===== src/rtl/mips_io_responder_pkg.sv =====
// Shared constants for the MIPS memory-mapped I/O responder.
// Holds the register offsets, the status bit positions and a constant-safe clog2.
package mips_io_pkg;

  localparam logic [1:0] IO_OFF_CLR  = 2'd0;
  localparam logic [1:0] IO_OFF_LAST = 2'd1;
  localparam logic [1:0] IO_OFF_STAT = 2'd2;
  localparam logic [1:0] IO_OFF_DATA = 2'd3;

  localparam int ST_OVF   = 7;
  localparam int ST_FULL  = 6;
  localparam int ST_EMPTY = 5;

  function automatic int clog2(input int n);
    int r;
    r = 0;
    for (int i = 0; i < 32; i++) begin
      if ((1 << r) < n) r = r + 1;
    end
    return r;
  endfunction

endpackage


===== src/rtl/mips_io_responder_if.sv =====
// CPU bus plus consumer stream of the I/O responder.
// The master side is the CPU/consumer; the slave side is the responder.
interface mips_io_responder_if #(parameter int WIDTH = 8);
  logic             memwrite;
  logic [WIDTH-1:0] adr;
  logic [WIDTH-1:0] writedata;
  logic             io_sel;
  logic [WIDTH-1:0] io_rdata;
  logic [WIDTH-1:0] out_data;
  logic             out_valid;
  logic             out_ready;
  logic             overflow;

  modport master (
    output memwrite, adr, writedata, out_ready,
    input  io_sel, io_rdata, out_data, out_valid, overflow
  );

  modport slave (
    input  memwrite, adr, writedata, out_ready,
    output io_sel, io_rdata, out_data, out_valid, overflow
  );
endinterface


===== src/rtl/mips_io_responder_fifo.sv =====
// Small synchronous byte FIFO with flush; head reads 0 while empty.
// A push into a full FIFO is accepted only when a pop frees a slot in the same cycle.
module io_byte_fifo
  import mips_io_pkg::*;
#(
  parameter int WIDTH = 8,
  parameter int DEPTH = 4
) (
  input  logic                    clk,
  input  logic                    reset,
  input  logic                    push_i,
  input  logic                    pop_i,
  input  logic                    flush_i,
  input  logic [WIDTH-1:0]        data_i,
  output logic                    full_o,
  output logic                    empty_o,
  output logic [clog2(DEPTH):0]   count_o,
  output logic [WIDTH-1:0]        head_o
);
  localparam int AW = clog2(DEPTH);

  logic [WIDTH-1:0] mem_q [DEPTH];
  logic [AW-1:0]    wr_ptr_q, wr_ptr_d;
  logic [AW-1:0]    rd_ptr_q, rd_ptr_d;
  logic [AW:0]      count_q, count_d;
  logic             do_push, do_pop;

  assign empty_o = (count_q == '0);
  assign full_o  = (count_q == (AW+1)'(DEPTH));
  assign count_o = count_q;
  assign head_o  = empty_o ? '0 : mem_q[rd_ptr_q];

  assign do_pop  = pop_i && !empty_o;
  assign do_push = push_i && (!full_o || do_pop);

  always_comb begin
    wr_ptr_d = wr_ptr_q;
    rd_ptr_d = rd_ptr_q;
    count_d  = count_q;
    if (flush_i) begin
      wr_ptr_d = '0;
      rd_ptr_d = '0;
      count_d  = '0;
    end else begin
      if (do_push) wr_ptr_d = wr_ptr_q + AW'(1);
      if (do_pop)  rd_ptr_d = rd_ptr_q + AW'(1);
      case ({do_push, do_pop})
        2'b10:   count_d = count_q + (AW+1)'(1);
        2'b01:   count_d = count_q - (AW+1)'(1);
        default: count_d = count_q;
      endcase
    end
  end

  always_ff @(posedge clk) begin
    if (!reset) begin
      wr_ptr_q <= '0;
      rd_ptr_q <= '0;
      count_q  <= '0;
    end else begin
      wr_ptr_q <= wr_ptr_d;
      rd_ptr_q <= rd_ptr_d;
      count_q  <= count_d;
    end
  end

  // Storage needs no reset: the head is masked whenever count is zero.
  always_ff @(posedge clk) begin
    if (do_push && !flush_i) mem_q[wr_ptr_q] <= data_i;
  end

endmodule


===== src/rtl/mips_io_responder.sv =====
// Memory-mapped I/O responder owning BASE..BASE+3 on the 8-bit MIPS bus.
// Decodes CPU stores/loads, queues data-port stores and tracks last byte, count and overflow.
module mips_io_responder
  import mips_io_pkg::*;
#(
  parameter int               WIDTH = 8,
  parameter int               DEPTH = 4,
  parameter logic [WIDTH-1:0] BASE  = 8'hFC
) (
  input logic                 clk,
  input logic                 reset,
  mips_io_responder_if.slave  bus_if
);
  localparam int CW = clog2(DEPTH) + 1;

  logic [WIDTH-1:0] last_wr_q, last_wr_d;
  logic [WIDTH-1:0] wr_count_q, wr_count_d;
  logic             overflow_q, overflow_d;
  logic [1:0]       offset;
  logic             wr_en, clr, push, pop, full, empty;
  logic [CW-1:0]    count;
  logic [WIDTH-1:0] head;
  logic [7:0]       status;

  assign bus_if.io_sel = (bus_if.adr[WIDTH-1:2] == BASE[WIDTH-1:2]);
  assign offset        = bus_if.adr[1:0];
  assign wr_en         = bus_if.memwrite && bus_if.io_sel;
  assign clr           = wr_en && (offset == IO_OFF_CLR);
  assign push          = wr_en && (offset == IO_OFF_DATA);
  assign pop           = !empty && bus_if.out_ready;

  io_byte_fifo #(.WIDTH(WIDTH), .DEPTH(DEPTH)) u_fifo (
    .clk     (clk),
    .reset   (reset),
    .push_i  (push),
    .pop_i   (pop),
    .flush_i (clr),
    .data_i  (bus_if.writedata),
    .full_o  (full),
    .empty_o (empty),
    .count_o (count),
    .head_o  (head)
  );

  assign bus_if.out_data  = head;
  assign bus_if.out_valid = !empty;
  assign bus_if.overflow  = overflow_q;

  always_comb begin
    status           = '0;
    status[ST_OVF]   = overflow_q;
    status[ST_FULL]  = full;
    status[ST_EMPTY] = empty;
    status[3:0]      = 4'(count);
  end

  always_comb begin
    bus_if.io_rdata = '0;
    if (bus_if.io_sel) begin
      case (offset)
        IO_OFF_CLR:  bus_if.io_rdata = wr_count_q;
        IO_OFF_LAST: bus_if.io_rdata = last_wr_q;
        IO_OFF_STAT: bus_if.io_rdata = WIDTH'(status);
        default:     bus_if.io_rdata = head;
      endcase
    end
  end

  // Dropped bytes still update last_wr and wr_count so software sees every store.
  always_comb begin
    last_wr_d  = last_wr_q;
    wr_count_d = wr_count_q;
    overflow_d = overflow_q;
    if (clr) begin
      wr_count_d = '0;
      overflow_d = 1'b0;
    end else if (push) begin
      last_wr_d  = bus_if.writedata;
      wr_count_d = wr_count_q + WIDTH'(1);
      if (full && !pop) overflow_d = 1'b1;
    end
  end

  always_ff @(posedge clk) begin
    if (!reset) begin
      last_wr_q  <= '0;
      wr_count_q <= '0;
      overflow_q <= 1'b0;
    end else begin
      last_wr_q  <= last_wr_d;
      wr_count_q <= wr_count_d;
      overflow_q <= overflow_d;
    end
  end

endmodule


===== src/flat_wrapper.sv =====
// flat-port wrapper written by rule: the top's interface ports become plain ports
module mips_io_responder_flat import mips_io_pkg::*;
#(
  parameter int               WIDTH = 8,
  parameter int               DEPTH = 4,
  parameter logic [WIDTH-1:0] BASE  = 8'hFC
)
  (clk, reset, bus_if_memwrite, bus_if_adr, bus_if_writedata, bus_if_out_ready, bus_if_io_sel, bus_if_io_rdata, bus_if_out_data, bus_if_out_valid, bus_if_overflow);
  mips_io_responder_if #(.WIDTH(WIDTH)) bus_if_i ();
  input logic clk;
  input logic reset;
  input wire logic [$bits(bus_if_i.memwrite)-1:0] bus_if_memwrite;
  input wire logic [$bits(bus_if_i.adr)-1:0] bus_if_adr;
  input wire logic [$bits(bus_if_i.writedata)-1:0] bus_if_writedata;
  input wire logic [$bits(bus_if_i.out_ready)-1:0] bus_if_out_ready;
  output wire logic [$bits(bus_if_i.io_sel)-1:0] bus_if_io_sel;
  output wire logic [$bits(bus_if_i.io_rdata)-1:0] bus_if_io_rdata;
  output wire logic [$bits(bus_if_i.out_data)-1:0] bus_if_out_data;
  output wire logic [$bits(bus_if_i.out_valid)-1:0] bus_if_out_valid;
  output wire logic [$bits(bus_if_i.overflow)-1:0] bus_if_overflow;
  assign bus_if_i.memwrite = bus_if_memwrite;
  assign bus_if_i.adr = bus_if_adr;
  assign bus_if_i.writedata = bus_if_writedata;
  assign bus_if_i.out_ready = bus_if_out_ready;
  assign bus_if_io_sel = bus_if_i.io_sel;
  assign bus_if_io_rdata = bus_if_i.io_rdata;
  assign bus_if_out_data = bus_if_i.out_data;
  assign bus_if_out_valid = bus_if_i.out_valid;
  assign bus_if_overflow = bus_if_i.overflow;
  mips_io_responder #(.WIDTH(WIDTH), .DEPTH(DEPTH), .BASE(BASE)) u_core (.clk(clk), .reset(reset), .bus_if(bus_if_i));
endmodule

===== config.mk =====
export PLATFORM = sky130hd
export DESIGN_NAME = mips_io_responder_flat
export DESIGN_NICKNAME = d
export VERILOG_FILES = /design/src/rtl/mips_io_responder_pkg.sv /design/src/rtl/mips_io_responder_if.sv /design/src/rtl/mips_io_responder_fifo.sv /design/src/rtl/mips_io_responder.sv /design/src/flat_wrapper.sv
export SDC_FILE = /design/constraint.sdc
export NUM_CORES = 1
export LEC_CHECK = 0
export BUFFER_PORTS_ARGS = -buffer_cell sky130_fd_sc_hd__buf_2
export CAP_MARGIN = 5
export CORE_MARGIN = 8
export CORE_UTILIZATION = 55
export DETAILED_ROUTE_END_ITERATION = 10
export PLACE_DENSITY = 0.77
export REMOVE_ABC_BUFFERS = 1
export SKIP_CTS_REPAIR_TIMING = 1
export SLEW_MARGIN = 30
export SYNTH_ARGS = -nofsm -noshare
export SYNTH_HDL_FRONTEND = slang
export SYNTH_HIERARCHICAL = 1
export SYNTH_SLANG_ARGS = --single-unit
export TNS_END_PERCENT = 20

===== constraint.sdc =====
create_clock -name clk -period 4.5 [get_ports clk]
set_clock_uncertainty 0.2 [all_clocks]
set_input_delay 0 -clock clk [delete_from_list [all_inputs] [get_ports clk]]
set_output_delay 0 -clock clk [all_outputs]
set_load 0.03 [all_outputs]

==> results.toml <==
[floorplanning]
die_x_um = 87.9
fp-row-count = 26
coreArea_mm2 = 0.00504
io_pins = 39
start_util = 0.565
die_area_mm2 = 0.00773
die_h_um = 87.9

[place]
dp_cells = 317
numPortBuffers = 38
place.gp.congestion = 0.873
place_ws_ps = 1320
hpwlAfterDp_um = 4150

[setup_path]
end_kind = "register"
r2r_end = "u_core/u_fifo/count_o[2]"
critPathRequiredTime_ps = 4510
crit_arrival_ps = 3230
crit_fanout = 12
worstSetupPathType = "register to register"
reg2reg_from = "u_core/u_fifo/count_o[1]"
r2r_cells = 10
reg2reg_slack_ps = 1280
cp-start-kind = "register"

[timing]
max_slew.worst_pin.slew_ps = 822
hold_viol = 0
drv_slew = 0
rsz0062_at_grt = "false"
setup_viol = 0
setup_slack_ps = 1280
post-route-min-period_ps = 3220
timing.fmax_mhz = 310
relSlewSlack = 0.451
setup_tns_ps = 0
min_period_over_period = 0.716

[logic_synthesis]
seq_area_frac_synth = 0.520
synth-edff-count = 32
synth_area_leader_cell = "edfxtp_1"
ys_ff_latch = 58
dominantRegCellSynth = "edfxtp_1"
netlist_area_mm2 = 0.00285
ys_types = 43
syn_inst = 219
yosys_warnings = 6
synthArstFlopShare = 0
synth.top_cell.area_share = 0.338
avgSynthCellArea_um2 = 13.0
yosys-top-cells-area = "edfxtp_1 (34%), dfxtp_1 (18%), mux4_2 (11%), mux2i_1 (4.2%), and2_1 (4.0%)"

[final_layout]
nFillCells = 378
layout_commonest_cell = "buf_2"
num_antenna_cells = 0
final_cell_mix = "buf_2 (38), edfxtp_1 (32), dfxtp_1 (26)"
finalNetCount = 295
syn2layout_area_growth_pct = 19.4
stdcell_count = 344
drive_gt1_frac = 0.314

[route]
wl_per_cell_um = 17.5
via_per_inst = 5.48
dr.pass1.iters = 4
drc = 0
drt-total-wl_um = 6010
drt_first_iter_violations = 183
ant_nets = 0
via_count = 1884

[power_and_ir_drop]
power_density_mw_per_mm2 = 337
power.total_mw = 1.14
p_leak_nw = 1.21
vdd_drop_max_uv = 411

[hold_path]
min_to = "u_core/wr_count_q[7]"
whs_path_depth = 5
hp-start = "bus_if_adr[3]"
hold_class = "input port to register"

[cts]
cts_buffers = 9
tritoncts = "done"
htreeDepth = 3
clk_pin_slew_ps = 70
clk_latency_ps = 330
clk_path_buf_depth = 2
cts.root.buffer_cell = "clkbuf_8"
clock_sinks = 58

[flow_run]
max_cap_violations = 0

[global_routing]
grt_pass1_vias = 1866
grt_pass1_wl_um = 9600
grt_use_total = 0.165
grt_overflow = 0
antenna_found_initial = 0
grt_max_degree = 20

[outcome]
status = "finished, final reports clean"
[cell type report]
type,count,area (um2),share of cell area
flip-flops and latches,58,1480,0.436
clock buffers,10,138,0.0405
repair buffers,50,308,0.0906
well taps,70,87.6,0.0258
clock inverters,6,88.8,0.0261
multi-input cells,141,1260,0.371
inverters,9,33.8,0.00994
[per-stage QoR]
stage	cell area (um2)	hold WS (ps)	util
after floorplan	2780	-101	-
after global placement	3060	43.1	0.607
after detailed placement	3060	49.1	0.607
after CTS	3290	-305	0.652
after global routing	3400	31.9	0.674
final	3400	22.9	0.674
[Yosys cell counts, drive strengths merged, types with 3 or more instances]
master  number
edfxtp      32
dfxtp       26
nor2        20
and2        18
mux4        14
mux2i       12
nor2b       12
buf          9
inv          9
xnor2        9
nand2        7
nand4        6
ha           5
nand3        5
nor4         5
a21oi        4
nand2b       4
a31oi        3
nor3         3
[registers in the layout, indices dropped and copies added, names as in the netlist, named ones only]
| name | cells |
|---|---|
| u_core/wr_count_q | 8 |
| u_core/u_fifo/wr_ptr_q | 2 |
| u_core/last_wr_q | 8 |
| u_core/u_fifo/count_o | 3 |
| u_core/u_fifo/rd_ptr_q | 2 |
| u_core/bus_if.overflow | 1 |
| u_core/u_fifo/mem_q | 32 |
[cells by family after synthesis]
| group | synth area share |
|---|---|
| DFF | 0.520 |
| buffers and inverters | 0.0365 |
| AOI/OAI and AO/OA | 0.0382 |
| and+or+nand+nor | 0.189 |
| adders and majority gates | 0.0290 |
| xor gates and xnor gates | 0.0338 |
| muxes | 0.153 |
[worst max path at each step]
stage                                        start                       end
after global routing      u_core/u_fifo/count_o[1]  u_core/u_fifo/count_o[2]
after detailed placement  u_core/u_fifo/count_o[1]  u_core/u_fifo/count_o[2]
final                     u_core/u_fifo/count_o[1]  u_core/u_fifo/count_o[2]
after CTS                 u_core/u_fifo/count_o[1]  u_core/u_fifo/count_o[2]
after floorplan           u_core/u_fifo/count_o[1]  u_core/u_fifo/count_o[2]
after global placement    u_core/u_fifo/count_o[1]  u_core/u_fifo/count_o[2]
[metal layers]
layer,GRT usage,vias up,routed length (um)
li1,-,900,-
met1,0.205,934,2710
met2,0.255,48,2930
met3,0.0544,2,336
met4,0.0703,0,25
met5,0,-,0
[critical path, cell delays in order (launching register included)]
cell	delay, ps
dfxtp_1	520
or3_1	380
inv_1	120
nor2b_1	660
nor2b_2	310
nand2_1	90
fa_1	410
nor2b_1	180
nand2b_1	80
nand3_1	80
a31oi_1	70
[report_power, final]
part / internal (mW) / switching, mW / total, mW / leakage, nW
combinational: 0.0181 / 0.0234 / 0.0416 / 0.608
sequential: 0.558 / 0.000116 / 0.558 / 0.497
clock: 0.328 / 0.217 / 0.544 / 0.109
total: 0.903 / 0.240 / 1.14 / 1.21
No activity file was read; power rests on OpenSTA's default activity.
